[config.mk]
export PLATFORM = sky130hd
export DESIGN_NAME = video_rgb888_to_ycbcr444_flat
export DESIGN_NICKNAME = d
export VERILOG_FILES = /design/src/rtl/video_ycbcr_pkg.sv /design/src/rtl/video_rgb888_to_ycbcr444_if.sv /design/src/rtl/video_sync_delay.sv /design/src/rtl/video_rgb888_to_ycbcr444.sv /design/src/flat_wrapper.sv
export SDC_FILE = /design/constraint.sdc
export NUM_CORES = 1
export LEC_CHECK = 0
export BUFFER_PORTS_ARGS = -buffer_cell sky130_fd_sc_hd__buf_2
export CAP_MARGIN = 40
export CELL_PAD_IN_SITES_DETAIL_PLACEMENT = 0
export CELL_PAD_IN_SITES_GLOBAL_PLACEMENT = 1
export CORE_MARGIN = 10
export CORE_UTILIZATION = 49
export DETAILED_ROUTE_END_ITERATION = 6
export PLACE_DENSITY_LB_ADDON = 0.25
export RECOVER_POWER = 50
export SYNTH_ARGS = -nofsm -noshare
export SYNTH_HDL_FRONTEND = slang
export SYNTH_HIERARCHICAL = 1
export SYNTH_SLANG_ARGS = --single-unit
export TNS_END_PERCENT = 10
[constraint.sdc]
create_clock -name clk -period 2.9 [get_ports clk]
set_input_delay 0.58 -clock clk [delete_from_list [all_inputs] [get_ports clk]]
set_output_delay 0.58 -clock clk [all_outputs]
set_load 0.005 [all_outputs]
[src/rtl/video_ycbcr_pkg.sv]
// Shared constants and helpers for the RGB888 -> YCbCr444 converter.
// The studio clamp helper is only used when YCBCR_STUDIO_CLIP_EN is defined.
package video_ycbcr_pkg;

  // Default BT.601 full-range coefficients, scaled by 256
  localparam int unsigned DEF_Y_R  = 77;
  localparam int unsigned DEF_Y_G  = 150;
  localparam int unsigned DEF_Y_B  = 29;
  localparam int unsigned DEF_CB_R = 43;
  localparam int unsigned DEF_CB_G = 85;
  localparam int unsigned DEF_CB_B = 128;
  localparam int unsigned DEF_CR_R = 128;
  localparam int unsigned DEF_CR_G = 107;
  localparam int unsigned DEF_CR_B = 21;

  localparam int unsigned LATENCY  = 3;
  localparam int unsigned SUM_W    = 16;
  localparam int unsigned PIX_W    = 8;
  localparam int unsigned SYNC_W   = 3;
  localparam int unsigned N_PROD   = 9;

  localparam logic [PIX_W-1:0] CLAMP_LO   = 8'd16;
  localparam logic [PIX_W-1:0] CLAMP_Y_HI = 8'd235;
  localparam logic [PIX_W-1:0] CLAMP_C_HI = 8'd240;

  // Offset that recentres the signed chroma difference into unsigned range
  localparam logic [SUM_W-1:0] CHROMA_OFS = 16'h8000;

  typedef struct packed {
    logic vsync;
    logic href;
    logic clken;
  } sync_t;

  function automatic logic [PIX_W-1:0] clamp8(
    input logic [PIX_W-1:0] v,
    input logic [PIX_W-1:0] lo,
    input logic [PIX_W-1:0] hi
  );
    logic [PIX_W-1:0] r;
    r = v;
    if (v < lo) r = lo;
    if (v > hi) r = hi;
    return r;
  endfunction

endpackage

[src/rtl/video_rgb888_to_ycbcr444_if.sv]
// Pixel-stream bundles: RGB888 input side and YCbCr444 output side.
// Each carries the frame strobes alongside the pixel data.
interface video_rgb_if;
  logic       per_frame_vsync;
  logic       per_frame_href;
  logic       per_frame_clken;
  logic [7:0] per_img_red;
  logic [7:0] per_img_green;
  logic [7:0] per_img_blue;

  modport master (
    output per_frame_vsync, per_frame_href, per_frame_clken,
    output per_img_red, per_img_green, per_img_blue
  );
  modport slave (
    input per_frame_vsync, per_frame_href, per_frame_clken,
    input per_img_red, per_img_green, per_img_blue
  );
endinterface

interface video_ycbcr_if;
  logic       post_frame_vsync;
  logic       post_frame_href;
  logic       post_frame_clken;
  logic [7:0] post_img_Y;
  logic [7:0] post_img_Cb;
  logic [7:0] post_img_Cr;

  modport master (
    output post_frame_vsync, post_frame_href, post_frame_clken,
    output post_img_Y, post_img_Cb, post_img_Cr
  );
  modport slave (
    input post_frame_vsync, post_frame_href, post_frame_clken,
    input post_img_Y, post_img_Cb, post_img_Cr
  );
endinterface

[src/rtl/video_sync_delay.sv]
// DEPTH x WIDTH shift register with asynchronous active-low clear,
// used to keep the frame strobes aligned with the pixel pipeline.
module video_sync_delay #(
  parameter int unsigned DEPTH = 3,
  parameter int unsigned WIDTH = 3
) (
  input  logic             clk,
  input  logic             rst_n,
  input  logic [WIDTH-1:0] din_i,
  output logic [WIDTH-1:0] dout_o
);

  logic [DEPTH-1:0][WIDTH-1:0] shift_q;
  logic [DEPTH-1:0][WIDTH-1:0] shift_d;

  generate
    genvar gi;
    for (gi = 0; gi < DEPTH; gi++) begin : g_stage
      if (gi == 0) begin : g_head
        assign shift_d[gi] = din_i;
      end else begin : g_tail
        assign shift_d[gi] = shift_q[gi-1];
      end
    end
  endgenerate

  always_ff @(posedge clk or negedge rst_n) begin
    if (!rst_n) begin
      shift_q <= '0;
    end else begin
      shift_q <= shift_d;
    end
  end

  assign dout_o = shift_q[DEPTH-1];

endmodule

[src/rtl/video_rgb888_to_ycbcr444.sv]
// Three-stage RGB888 -> YCbCr444 converter (multiply, sum, truncate/gate).
// Define YCBCR_STUDIO_CLIP_EN to clamp results to studio range in the last stage.
module video_rgb888_to_ycbcr444
  import video_ycbcr_pkg::*;
#(
  parameter int unsigned Y_R  = DEF_Y_R,
  parameter int unsigned Y_G  = DEF_Y_G,
  parameter int unsigned Y_B  = DEF_Y_B,
  parameter int unsigned CB_R = DEF_CB_R,
  parameter int unsigned CB_G = DEF_CB_G,
  parameter int unsigned CB_B = DEF_CB_B,
  parameter int unsigned CR_R = DEF_CR_R,
  parameter int unsigned CR_G = DEF_CR_G,
  parameter int unsigned CR_B = DEF_CR_B
) (
  input  logic               clk,
  input  logic               rst_n,
  video_rgb_if.slave         rgb_in,
  video_ycbcr_if.master      ycc_out
);

  // Product order: Y(R,G,B), Cb(R,G,B), Cr(R,G,B); low byte is index 0
  localparam logic [N_PROD*PIX_W-1:0] COEF_VEC = {
    8'(CR_B), 8'(CR_G), 8'(CR_R),
    8'(CB_B), 8'(CB_G), 8'(CB_R),
    8'(Y_B),  8'(Y_G),  8'(Y_R)
  };

  logic [3*PIX_W-1:0] pix;
  assign pix = {rgb_in.per_img_blue, rgb_in.per_img_green, rgb_in.per_img_red};

  // Stage 1: nine registered 8x8 products
  generate
    genvar gi;
    for (gi = 0; gi < N_PROD; gi++) begin : g_prod
      logic [SUM_W-1:0] prod_d;
      logic [SUM_W-1:0] prod_q;

      assign prod_d = SUM_W'(pix[(gi % 3)*PIX_W +: PIX_W])
                    * SUM_W'(COEF_VEC[gi*PIX_W +: PIX_W]);

      always_ff @(posedge clk or negedge rst_n) begin
        if (!rst_n) begin
          prod_q <= '0;
        end else begin
          prod_q <= prod_d;
        end
      end
    end
  endgenerate

  // Stage 2: sums; offset is added first so the chroma difference never goes negative
  logic [SUM_W-1:0] y_sum_d,  y_sum_q;
  logic [SUM_W-1:0] cb_sum_d, cb_sum_q;
  logic [SUM_W-1:0] cr_sum_d, cr_sum_q;

  assign y_sum_d  = g_prod[0].prod_q + g_prod[1].prod_q + g_prod[2].prod_q;
  assign cb_sum_d = (g_prod[5].prod_q + CHROMA_OFS)
                  - (g_prod[3].prod_q + g_prod[4].prod_q);
  assign cr_sum_d = (g_prod[6].prod_q + CHROMA_OFS)
                  - (g_prod[7].prod_q + g_prod[8].prod_q);

  always_ff @(posedge clk or negedge rst_n) begin
    if (!rst_n) begin
      y_sum_q  <= '0;
      cb_sum_q <= '0;
      cr_sum_q <= '0;
    end else begin
      y_sum_q  <= y_sum_d;
      cb_sum_q <= cb_sum_d;
      cr_sum_q <= cr_sum_d;
    end
  end

  // Stage 3: truncate to the high byte, optionally clamp
  logic [PIX_W-1:0] y_d,  y_q;
  logic [PIX_W-1:0] cb_d, cb_q;
  logic [PIX_W-1:0] cr_d, cr_q;

`ifdef YCBCR_STUDIO_CLIP_EN
  assign y_d  = clamp8(y_sum_q[SUM_W-1 -: PIX_W],  CLAMP_LO, CLAMP_Y_HI);
  assign cb_d = clamp8(cb_sum_q[SUM_W-1 -: PIX_W], CLAMP_LO, CLAMP_C_HI);
  assign cr_d = clamp8(cr_sum_q[SUM_W-1 -: PIX_W], CLAMP_LO, CLAMP_C_HI);
`else
  assign y_d  = y_sum_q[SUM_W-1 -: PIX_W];
  assign cb_d = cb_sum_q[SUM_W-1 -: PIX_W];
  assign cr_d = cr_sum_q[SUM_W-1 -: PIX_W];
`endif

  always_ff @(posedge clk or negedge rst_n) begin
    if (!rst_n) begin
      y_q  <= '0;
      cb_q <= '0;
      cr_q <= '0;
    end else begin
      y_q  <= y_d;
      cb_q <= cb_d;
      cr_q <= cr_d;
    end
  end

  sync_t sync_in;
  sync_t sync_out;

  assign sync_in.vsync = rgb_in.per_frame_vsync;
  assign sync_in.href  = rgb_in.per_frame_href;
  assign sync_in.clken = rgb_in.per_frame_clken;

  video_sync_delay #(
    .DEPTH (LATENCY),
    .WIDTH (SYNC_W)
  ) u_sync_delay (
    .clk    (clk),
    .rst_n  (rst_n),
    .din_i  (sync_in),
    .dout_o (sync_out)
  );

  assign ycc_out.post_frame_vsync = sync_out.vsync;
  assign ycc_out.post_frame_href  = sync_out.href;
  assign ycc_out.post_frame_clken = sync_out.clken;

  // Data is blanked outside active lines so downstream never sees stale pixels
  assign ycc_out.post_img_Y  = sync_out.href ? y_q  : '0;
  assign ycc_out.post_img_Cb = sync_out.href ? cb_q : '0;
  assign ycc_out.post_img_Cr = sync_out.href ? cr_q : '0;

endmodule

[src/flat_wrapper.sv]
// flat-port wrapper written by rule: the top's interface ports become plain ports
module video_rgb888_to_ycbcr444_flat import video_ycbcr_pkg::*;
#(
  parameter int unsigned Y_R  = DEF_Y_R,
  parameter int unsigned Y_G  = DEF_Y_G,
  parameter int unsigned Y_B  = DEF_Y_B,
  parameter int unsigned CB_R = DEF_CB_R,
  parameter int unsigned CB_G = DEF_CB_G,
  parameter int unsigned CB_B = DEF_CB_B,
  parameter int unsigned CR_R = DEF_CR_R,
  parameter int unsigned CR_G = DEF_CR_G,
  parameter int unsigned CR_B = DEF_CR_B
)
  (clk, rst_n, rgb_in_per_frame_vsync, rgb_in_per_frame_href, rgb_in_per_frame_clken, rgb_in_per_img_red, rgb_in_per_img_green, rgb_in_per_img_blue, ycc_out_post_frame_vsync, ycc_out_post_frame_href, ycc_out_post_frame_clken, ycc_out_post_img_Y, ycc_out_post_img_Cb, ycc_out_post_img_Cr);
  video_rgb_if rgb_in_i ();
  video_ycbcr_if ycc_out_i ();
  input  logic clk;
  input  logic rst_n;
  input wire logic [$bits(rgb_in_i.per_frame_vsync)-1:0] rgb_in_per_frame_vsync;
  input wire logic [$bits(rgb_in_i.per_frame_href)-1:0] rgb_in_per_frame_href;
  input wire logic [$bits(rgb_in_i.per_frame_clken)-1:0] rgb_in_per_frame_clken;
  input wire logic [$bits(rgb_in_i.per_img_red)-1:0] rgb_in_per_img_red;
  input wire logic [$bits(rgb_in_i.per_img_green)-1:0] rgb_in_per_img_green;
  input wire logic [$bits(rgb_in_i.per_img_blue)-1:0] rgb_in_per_img_blue;
  output wire logic [$bits(ycc_out_i.post_frame_vsync)-1:0] ycc_out_post_frame_vsync;
  output wire logic [$bits(ycc_out_i.post_frame_href)-1:0] ycc_out_post_frame_href;
  output wire logic [$bits(ycc_out_i.post_frame_clken)-1:0] ycc_out_post_frame_clken;
  output wire logic [$bits(ycc_out_i.post_img_Y)-1:0] ycc_out_post_img_Y;
  output wire logic [$bits(ycc_out_i.post_img_Cb)-1:0] ycc_out_post_img_Cb;
  output wire logic [$bits(ycc_out_i.post_img_Cr)-1:0] ycc_out_post_img_Cr;
  assign rgb_in_i.per_frame_vsync = rgb_in_per_frame_vsync;
  assign rgb_in_i.per_frame_href = rgb_in_per_frame_href;
  assign rgb_in_i.per_frame_clken = rgb_in_per_frame_clken;
  assign rgb_in_i.per_img_red = rgb_in_per_img_red;
  assign rgb_in_i.per_img_green = rgb_in_per_img_green;
  assign rgb_in_i.per_img_blue = rgb_in_per_img_blue;
  assign ycc_out_post_frame_vsync = ycc_out_i.post_frame_vsync;
  assign ycc_out_post_frame_href = ycc_out_i.post_frame_href;
  assign ycc_out_post_frame_clken = ycc_out_i.post_frame_clken;
  assign ycc_out_post_img_Y = ycc_out_i.post_img_Y;
  assign ycc_out_post_img_Cb = ycc_out_i.post_img_Cb;
  assign ycc_out_post_img_Cr = ycc_out_i.post_img_Cr;
  video_rgb888_to_ycbcr444 #(.Y_R(Y_R), .Y_G(Y_G), .Y_B(Y_B), .CB_R(CB_R), .CB_G(CB_G), .CB_B(CB_B), .CR_R(CR_R), .CR_G(CR_G), .CR_B(CR_B)) u_core (.clk(clk), .rst_n(rst_n), .rgb_in(rgb_in_i), .ycc_out(ycc_out_i));
endmodule
# Yosys cells after proc, flatten, opt, wreduce, memory -nomap -nowiden

Index checks and enable logic that the tools add are counted.

Output and inout bits: 27
Register bits after elaboration: 197
Bits in read-only memories: 0
Bits in latches: 0
Word-level logic and storage cells: 36
Memories kept: 0
Memory bits (writable): 0
Bits of input ports: 29

Order comparisons: 0
Multipliers: 7
Muxes and demuxes: 3
Bitwise logic cells: 0
Shifts and indexed selects: 0
Divide/modulo/power cells: 0
Equal/unequal tests: 0
Add/sub/neg operators: 8
Reductions and logical operators: 0

Operator list:

| cell                     | count |
|---|---|
| $mul A8 B7 Y15 const B   | 4 |
| $add A15 B16 Y16 const B | 2 |
| $sub A16 B16 Y16         | 2 |
| $mul A8 B5 Y13 const B   | 2 |
| $mux W8                  | 3 |
| $add A14 B15 Y16         | 1 |
| $add A15 B13 Y16         | 1 |
| $add A15 B16 Y16         | 1 |
| $add A16 B13 Y16         | 1 |
| $mul A8 B6 Y14 const B   | 1 |

# Depth between registers and ports, before layout

Word-level depth: 2
Mapped depth: 15
Gate-level depth less buffers: 15

# By module

The synthesis kept the hierarchy.

Modules (own cells, without submodules):

| module                   | instances | cells each | seq. area each (um2) | area each (um2) |
|---|---|---|---|---|
| video_rgb888_to_ycbcr444 | 1         | 1148       | 3753.6               | 12340.6 |
| video_sync_delay         | 1         | 9          | 225.2                | 225.2 |

# Least setup slack after synthesis

No wires, ideal clock.

Kind: input-to-reg
Start: in rgb_in_per_img_green[1]
End: reg u_core.g_prod[7].prod_q[13]
Data arrival time: 4.245 ns
Stages on the path: 15
Setup time: 0.080 ns
Setup slack: -1.425 ns
Required time: 2.820 ns
Buffers on the path: 0
Cell sequence: ha_1 inv_1 fa_1 inv_1 fa_1 inv_1 fa_1 inv_1 ha_1 a21o_1 a21oi_1 or4b_1 o2111a_1 a311oi_2 xnor2_1

Longest elaborated chain between the ends: 1

RTL lines:

| item                                  | line                           | source |
|---|---|---|
| start: declaration                    | flat_wrapper.sv:23             | `input wire logic [$bits(rgb_in_i.per_img_green)-1:0] rgb_in_per_img_green;` |
| $mul A8 B7 Y15                        | video_rgb888_to_ycbcr444.sv:40 | `* SUM_W'(COEF_VEC[gi*PIX_W +: PIX_W]);` |
| named net u_core.g_prod[7].prod_d[13] | video_rgb888_to_ycbcr444.sv:36 | `logic [SUM_W-1:0] prod_d;` |
| end signal: assignment                | video_rgb888_to_ycbcr444.sv:46 | `prod_q <= prod_d;` |
| end: declaration                      | video_rgb888_to_ycbcr444.sv:37 | `logic [SUM_W-1:0] prod_q;` |

The timed path passes the listed nets, and every way through them passes these cells.

# Worst setup path in the final report

Ends and elaborated chain as after synthesis.

==> flow_metrics.tcl <==
set metrics [dict create \
    hold_viol_final 0 \
    track_usage 0.1723 \
    max_slew_margin 0.007935 \
    cts_tree "built" \
    ctsHtreeMaxLevel 4 \
    die_h_um 180.1 \
    maxCapViolCount 0 \
    p_clk_frac 0.142 \
    ys_types 61 \
    synthesis.nets 1528 \
    synth_edf_count 0 \
    grt_max_degree 66 \
    synth_fa_ha_area_frac 0.3877 \
    port_buffers 55 \
    asyncSetResetFlopFracSynth 1.000 \
    synthXorXnorAreaFrac 0.05925 \
    initial_core_util 0.4990 \
    ys_seq_area_frac 0.3166 \
    area_delta_synth_final_pct 26.25 \
    grt_pass1_vias 9180 \
    yosysWarnings 6 \
    hold_path_class "primary input to flop" \
    fp.dieArea_mm2 0.03245 \
    dp_hpwl_mm 22.53 \
    worstHoldStart "rgb_in_per_frame_href" \
    cts_sinks 159 \
    synth_simple_gate_area_frac 0.07806 \
    grt_pass1_wl_mm 45.58 \
    diodes 0 \
    cts_made_buffers 17 \
    cts_buffer_depth 2 \
    drt-vias-per-instance 5.012 \
    violations "setup timing" \
    synth_compound_area_frac 0.09549 \
    wirelength_mm 27.42 \
    final_common_cell "ha_1" \
    clk_latency_ps 420 \
    power_mw 15.28 \
    drive_gt1_frac 0.2522 \
    drtIter0Drc 418 \
    required_ps 3210 \
    slowest_delay_ps 530 \
    grt_setup_unrepaired "true" \
    antenna_found_initial 1 \
    final_cell_mix "242 x ha_1, 200 x buf_4, 194 x inv_1, 159 x dfrtp_1, 78 x fa_1" \
    clk_pin_slew_worst_paths_ps 60 \
    chipWidth_um 180.1 \
    synth.area.mux_share 0.001593 \
    leakage_nw 8.302 \
    cp-startpoint "rgb_in_per_img_green[1]" \
    gp_congestion 0.8605 \
    ys.flop_type "dfrtp_1" \
    nets 1819 \
    vias 8967 \
    wl_per_cell_um 15.32 \
    crit_type "primary input to flop" \
    switching_share 0.3998 \
    clock.fmax_mhz 264.1 \
    drc_errors 0 \
    setup_violations 41 \
    worstMarginPinSlew_ps 1488 \
    synth_top_family_by_area "adder cells" \
    status "complete, but fails checks" \
    critPathSlowestCell "fa_1" \
    irDropWorstVdd_mv 0.5668 \
    fin_crit_sh 1.306 \
    fin_area_mm2 0.01586 \
    crit_chain "buf_8 > ha_4 > inv_2 > fa_1 > inv_1 > fa_1 > inv_2 > fa_1 > inv_2 > ha_4 > a21o_1 > a21oi_2 > or4b_1 > o2111a_2 > a311oi_2 > xnor2_1" \
    internal_power_mw 9.168 \
    crit_family "adder cells" \
    period_minus_slack_ps 3786 \
    p_per_area_mw_per_mm2 962.9 \
    synth_area_per_cell_um2 10.86 \
    path_buf_inv 5 \
    ant_nets 0 \
    arrival_ps 4100 \
    slew_viol_final 0 \
    r2r_start "u_core/g_prod[5].prod_q[8]$_DFF_PN0_" \
    cp-end-kind "flop" \
    design.core.area_mm2 0.02518 \
    fin_hold_ws_ps 261.2 \
    io_pins 56 \
    firstDrtPassIters 6 \
    crit_path_start_kind "primary input" \
    grt_overflow 0 \
    netlist_area_mm2 0.01257 \
    place_area_mm2 0.01494 \
    clock_skew_ps 7.021 \
    final_util 0.6300 \
    p_comb_frac 0.629 \
    num_rows 58 \
    ys_ff_latch 159 \
    root_buffer "clkbuf_16" \
    setup_slack_ps -886.3 \
    critPathMaxFanout 3 \
    synthCells 1157 \
    pwr-share-seq 0.229 \
    power_switching_mw 6.108 \
    fill_cells 2100 \
]
==> cells in the mapped netlist, drive strengths merged (12+ instances only) <==
| master | instances | area share |
|---|---|---|
| a21oi | 44 | 0.018 |
| nor3 | 21 | 0.0084 |
| xnor2 | 57 | 0.040 |
| and2 | 27 | 0.013 |
| xor2 | 28 | 0.020 |
| dfrtp | 159 | 0.32 |
| fa | 79 | 0.13 |
| ha | 263 | 0.26 |
| nand2 | 38 | 0.011 |
| inv | 202 | 0.060 |
| nor2b | 12 | 0.0060 |
| o21ai | 38 | 0.015 |
| nor2 | 40 | 0.012 |
| a21o | 20 | 0.012 |
==> metrics by stage <==
step	setup TNS (ps)	setup WS [ps]	std cells
floorplan	-18270	-1118	1157
global placement	-37520	-1352	1755
detailed placement	-39160	-1421	1755
CTS	-11900	-905.2	1788
global route	-20200	-983.5	1789
finish	-15590	-886.3	1789
==> timing repair <==
item,in CTS,in global routing
endpoints found under the setup margin,43,46
buffers inserted,3,1
gates resized for setup,47,39
hold buffers,0,0
cloned,0,0
pin swaps,32,14
==> state kept, by name, indices dropped and copies added, names as in the netlist <==
name                         cells
u_core/u_sync_delay/shift_d      6
u_core/cr_q                      8
u_core/y_sum_q                   8
u_core/cb_q                      8
u_core/y_q                       8
u_core/cb_sum_q                  8
u_core/cr_sum_q                  8
u_core/g_prod.prod_q           102
u_core/u_sync_delay/dout_o       3
==> routing by layer <==
metal	up-vias	global-route usage	wire length, um
met4	0	0.04035	353
met2	110	0.2954	13720
met3	19	0.03273	962
met5	-	0	0
met1	4344	0.2202	12380
li1	4494	-	-
==> power groups by stage <==
stage / Combinational [mW] / Sequential (mW) / Clock, mW
2_1_floorplan: 6.30 / 3.41 / 0
3_3_place_gp: 8.99 / 3.52 / 0
3_5_place_dp: 9.15 / 3.55 / 0
4_1_cts: 9.48 / 3.52 / 2.23
5_1_grt: 10.8 / 3.59 / 2.32
6_report: 9.61 / 3.50 / 2.17
==> final timing paths <==
path | slack [ps] | to | cells after the start
max | -890 | u_core/g_prod[7].prod_q[13]$_DFF_PN0_ | 16
min | 260 | u_core/u_sync_delay/shift_d[4]$_DFF_PN0_ | 1
max reg2reg | 110 | u_core/cr_sum_q[10]$_DFF_PN0_ | 11
min reg2reg | 350 | u_core/cb_q[4]$_DFF_PN0_ | 0
max in group asynchronous | 680 | u_core/g_prod[2].prod_q[9]$_DFF_PN0_ | 2
min in group asynchronous | 500 | u_core/u_sync_delay/dout_o[0]$_DFF_PN0_ | 1
==> final cells by class <==
| class | count | area (um2) | area share |
|---|---|---|---|
| Multi-Input combinational cell | 793 | 8253 | 0.5202 |
| Sequential cell | 159 | 3979 | 0.2508 |
| Timing Repair Buffer | 275 | 1893 | 0.1193 |
| Inverter | 202 | 758.2 | 0.04780 |
| Clock buffer | 18 | 429.2 | 0.02705 |
| Tap cell | 330 | 412.9 | 0.02603 |
| Clock inverter | 12 | 138.9 | 0.008755 |
==> logic make-up (layout without fill, tap and decap cells) <==
logic type	after synthesis	in the layout
mux	2	2
flops	159	159
xor+xnor	85	85
compound gates	175	175
buf+inv	205	507
fa+ha+maj	342	342
simple gates	189	189
(Power assumes the default switching activity.)
